==> config.mk <==
export PLATFORM = sky130hd
export DESIGN_NAME = sn74ls669_seq
export DESIGN_NICKNAME = d
export VERILOG_FILES = /design/src/rtl/sn74ls669_seq.sv
export SDC_FILE = /design/constraint.sdc
export NUM_CORES = 1
export LEC_CHECK = 0
export CELL_PAD_IN_SITES_DETAIL_PLACEMENT = 0
export CELL_PAD_IN_SITES_GLOBAL_PLACEMENT = 1
export CORE_MARGIN = 1
export CORE_UTILIZATION = 33
export DETAILED_ROUTE_END_ITERATION = 8
export PLACE_DENSITY_LB_ADDON = 0.1
export SYNTH_ARGS = -nofsm -noshare
export SYNTH_HDL_FRONTEND = slang
export SYNTH_SLANG_ARGS = --single-unit
==> constraint.sdc <==
create_clock -name CLOCK -period 2.7 [get_ports CLOCK]
set_clock_uncertainty 0.1 [all_clocks]
set_input_delay 0.675 -clock CLOCK [delete_from_list [all_inputs] [get_ports CLOCK]]
set_output_delay 0.675 -clock CLOCK [all_outputs]
set_load 0.03 [all_outputs]
==> src/rtl/sn74ls669_seq.sv <==
// Load/count/complete sequencer for a cascade of sn74ls669 4-bit up/down counters.
// Optional Q_IN shadow checker is built when SN74LS669_SEQ_CHECK_EN is defined.
module sn74ls669_seq #(
   parameter int STAGES = 2
) (
   input  logic                  CLOCK,
   input  logic                  RESETn,
   input  logic                  START,
   input  logic                  DIR,
   input  logic [4*STAGES-1:0]   START_VAL,
   input  logic [4*STAGES-1:0]   STEPS,
   input  logic [4*STAGES-1:0]   Q_IN,
   input  logic                  RCOn_IN,
   output logic                  LOADn,
   output logic                  U_Dn,
   output logic                  ENABLE_Pn,
   output logic                  ENABLE_Tn,
   output logic [4*STAGES-1:0]   DATA,
   output logic                  BUSY,
   output logic                  DONE,
   output logic                  WRAP,
   output logic                  ERR,
   output logic [1:0]            state_dbg
);

   localparam int W = 4 * STAGES;

   typedef enum logic [1:0] {
      S_IDLE = 2'd0,
      S_LOAD = 2'd1,
      S_RUN  = 2'd2,
      S_DONE = 2'd3
   } state_t;

   state_t        state;
   state_t        state_nx;
   logic          start_q;
   logic          accept;
   logic          dir_q;
   logic [W-1:0]  val_q;
   logic [W-1:0]  rem_q;

   // A request is taken once; the following IDLE cycle launches LOAD so the
   // counters load two edges after START is sampled.
   assign accept    = (state == S_IDLE) && START && !start_q;
   assign state_dbg = state;

   always_ff @(posedge CLOCK) begin
      if (!RESETn) begin
         state <= S_IDLE;
      end else begin
         state <= state_nx;
      end
   end

   always_comb begin
      state_nx = state;
      case (state)
         S_IDLE:  if (start_q) state_nx = S_LOAD;
         S_LOAD:  state_nx = (rem_q != '0) ? S_RUN : S_DONE;
         S_RUN:   if (rem_q == W'(1)) state_nx = S_DONE;
         S_DONE:  state_nx = S_IDLE;
         default: state_nx = S_IDLE;
      endcase
   end

   always_ff @(posedge CLOCK) begin
      if (!RESETn) begin
         start_q <= 1'b0;
         dir_q   <= 1'b1;
         val_q   <= '0;
         rem_q   <= '0;
         WRAP    <= 1'b0;
      end else begin
         start_q <= accept;
         if (accept) begin
            dir_q <= DIR;
            val_q <= START_VAL;
            rem_q <= STEPS;
            WRAP  <= 1'b0;
         end else if (state == S_RUN) begin
            rem_q <= rem_q - W'(1);
            // RCOn low in a RUN cycle means this edge carries the chain over
            if (!RCOn_IN) WRAP <= 1'b1;
         end
      end
   end

   // Outputs are registered from the next state so they track the FSM exactly.
   always_ff @(posedge CLOCK) begin
      if (!RESETn) begin
         LOADn     <= 1'b1;
         U_Dn      <= 1'b1;
         ENABLE_Pn <= 1'b1;
         ENABLE_Tn <= 1'b1;
         DATA      <= '0;
         BUSY      <= 1'b0;
         DONE      <= 1'b0;
      end else begin
         LOADn     <= (state_nx != S_LOAD);
         ENABLE_Pn <= (state_nx != S_RUN);
         ENABLE_Tn <= (state_nx != S_RUN);
         BUSY      <= (state_nx == S_LOAD) || (state_nx == S_RUN);
         DONE      <= (state_nx == S_DONE);
         if (state_nx == S_LOAD) begin
            DATA <= val_q;
            U_Dn <= dir_q;
         end
      end
   end

`ifdef SN74LS669_SEQ_CHECK_EN
   logic [W-1:0] shadow_q;
   logic         err_q;

   // Shadow follows the chain: loaded on the load edge, stepped on each count edge.
   always_ff @(posedge CLOCK) begin
      if (!RESETn) begin
         shadow_q <= '0;
         err_q    <= 1'b0;
      end else begin
         if (state == S_LOAD) begin
            shadow_q <= val_q;
         end else if (state == S_RUN) begin
            shadow_q <= dir_q ? shadow_q + W'(1) : shadow_q - W'(1);
         end
         if (accept) begin
            err_q <= 1'b0;
         end else if (((state == S_RUN) || (state == S_DONE)) && (Q_IN != shadow_q)) begin
            err_q <= 1'b1;
         end
      end
   end

   assign ERR = err_q;
`else
   logic unused_q_in;
   assign unused_q_in = ^Q_IN;
   assign ERR         = 1'b0;
`endif

endmodule

==> run metrics <==
filler instances=408; final setup vio count=0; crit-path max FO=10; gr ovfl total=0; Avg Cell Area, Syn=8.963 um2; worst vdd ir=0.0004124 V; vias in the first global route=1033; Post-synth ARST share=0%; # H-tree levels=2; DR vias=1162; Final ANT Viol Nets=0; DP Worst Slack=361.7 ps; layout cells sized above 1=6.566%; Cell variety after synth=31; sequential-to-total area share from yosys stat=47.76%; Tmin final=2351 ps; syn nets=197; First DRT Iteration DRCs=35; post-CTS resize count=0; min-delay worst type=reg -> reg; CTS buffer count=5; most frequent cell after synthesis=dfxtp_1; power per cell area=716.4 nW/um2; Critical Path Source Type=flip-flop; Nets=235; LEAKAGE=0.7322 nW; largest net degree at the start of global routing=21; nature of the critical path endpoint=flip-flop; met3 Use GR=5.912%; gp weighted congestion=0.7662; worst-margin pin slew=631.8 ps; diodes inserted=0; internal power=0.0009510 W; RSZ-0062 raised after global routing=no; main area contributors after synthesis=dfxtp_1 48%, ha_1 7.9%, nand2_1 6.8%; combinational power share=29.0%; core region area=4086 um2; Slew Limit Headroom=57.29%; HPWL after DPL=2082 um; first drt pass iteration count=4; DRC Markers=0; clock slew at reported path FFs=60 ps; maximum clock rate=0.4254 GHz; Syn-to-layout area delta=35.38%; GR Layer Usage met1=17.76%; number of port buffers=37; post-CTS setup buffer count=0; endpoints failing hold=0; Root Driver=clkbuf_8; initial core utilization=34.87%; Setup TNS=0 ps; Synth warnings=0; Max Cap Viol=0; status=finished clean; Total GRT Usage=14.73%; clock share of power=27.1%; initial antenna violation count=0; Post-Synthesis Cells=159; CTS tree=yes; min setup slack post-route=349.0 ps; DR WL/cell=12.10 um; Total Power=0.001382 W; GRT met2 Usage=23.27%; Seq pwr share=43.9%; CP required=2770 ps; Commonest cells post-synth=34 x dfxtp_1, 26 x nand2_1, 12 x a21oi_1, 12 x nor2_1; Die ar.=4585 um2; net switching power=0.0004311 W; Post-synth EDFFs=0; WL final=3002 um; Critical Path AT=2420 ps; # IOs=47; Synth Register Bits=34; DR vias/cell=4.685; Slew Viols, Final=0; Cell Area, Synth=1425 um2; die extent in y=67.72 um; Sw Ratio=31.19%; Rows=23; Die Span X=67.72 um; dpl cell area=1838 um2; layer with the highest usage=met2; final period utilization=87.07%; leading area contributor after synthesis=dfxtp_1; hold_buf cts=0; clock latency on the worst-skew pair=280 ps; share of the synthesized area in the top cell type=47.76%; WS Path Type=reg -> reg; final instance area=1929 um2; first-pass GRT wire length=4809 um; Top FF cell, synth=dfxtp_1; final hold slack=357.6 ps; CTS max path bufs=2; CTS Sinks=34
worst max-delay path, cell delays in order (launching register included):
cell	delay, ps
dfxtp_1	330
inv_1	80
ha_1	360
a22o_1	220
nand3_1	120
nand3_1	160
ha_1	550
mux2i_1	250
nor2_1	50
sequential cells by signal, summed over array words and instances, names as in the netlist:
register and cells:
ENABLE_Tn 1, WRAP 1, state_dbg 2, val_q 8, U_Dn 1, DATA 8
start_q 1, rem_q 8, LOADn 1, dir_q 1, DONE 1, BUSY 1
through the flow:
step	std cells	utilization, %
finish	248	47.21
global route	248	47.21
CTS	248	47.21
detailed placement	240	44.98
global placement	240	44.98
floorplan	159	-
routing by layer:
| layer | up-vias | routed length, um |
|---|---|---|
| met4 | 0 | 21 |
| met2 | 32 | 1308 |
| li1 | 609 | - |
| met1 | 519 | 1484 |
| met3 | 2 | 187 |
| met5 | - | 0 |
layout make-up:
cell class | count | area (um2) | area share (%)
inverters | 7 | 26.28 | 1.362
clock buffers | 7 | 86.33 | 4.475
multi-input cells | 108 | 668.1 | 34.63
repair buffers | 41 | 400.4 | 20.75
clock inverters | 1 | 5.005 | 0.2594
well taps | 50 | 62.56 | 3.243
flip-flops and latches | 34 | 680.7 | 35.28
final timing paths:
kind                           start               endpoint  slack, ps  cells after the start
max          state_dbg[0]$_SDFF_PN0_   DATA[1]$_SDFFE_PN0N_        350                      8
min            val_q[6]$_SDFFE_PN0P_  val_q[6]$_SDFFE_PN0P_        360                      2
max reg2reg  state_dbg[0]$_SDFF_PN0_   DATA[1]$_SDFFE_PN0N_        350                      8
min reg2reg    val_q[6]$_SDFFE_PN0P_  val_q[6]$_SDFFE_PN0P_        360                      2
kinds of logic (layout without fill, tap and decap cells):
kind of cell,count (synthesis),count (layout),synth area share [%]
and+or+nand+nor,55,55,18.35
DFF,34,34,47.76
AOI/OAI and AO/OA,32,32,12.82
buffers and inverters,17,56,5.355
adders and majority gates,9,9,7.902
muxes,9,9,6.322
xor gates and xnor gates,2,2,1.229
other,1,1,0.2631
power groups by stage:
stage               combinational, W  clock [W]  sequential [W]
floorplan                   0.000227          0        0.000655
global placement            0.000398          0        0.000615
detailed placement          0.000402          0        0.000618
CTS                         0.000406   0.000394        0.000607
global route                0.000450   0.000410        0.000613
finish                      0.000401   0.000375        0.000606
placed cells by master (no fill, tap or decap), drive strengths merged:
cell type	instances
buf	4
o21ai	9
a21oi	12
o31ai	2
clkinv	1
and3	1
nor3	2
o211ai	1
clkbuf	7
nor4b	1
dfxtp	34
a22o	1
nand3	3
clkdlybuf4s50	37
a211oi	1
or3	3
and2	1
nand2	26
nor4	1
inv	7
and3b	1
or4b	1
ha	9
xnor2	2
nand3b	3
o21a	1
conb	1
nor2	12
a31oi	5
mux2i	9
(Power assumes the default switching activity.)
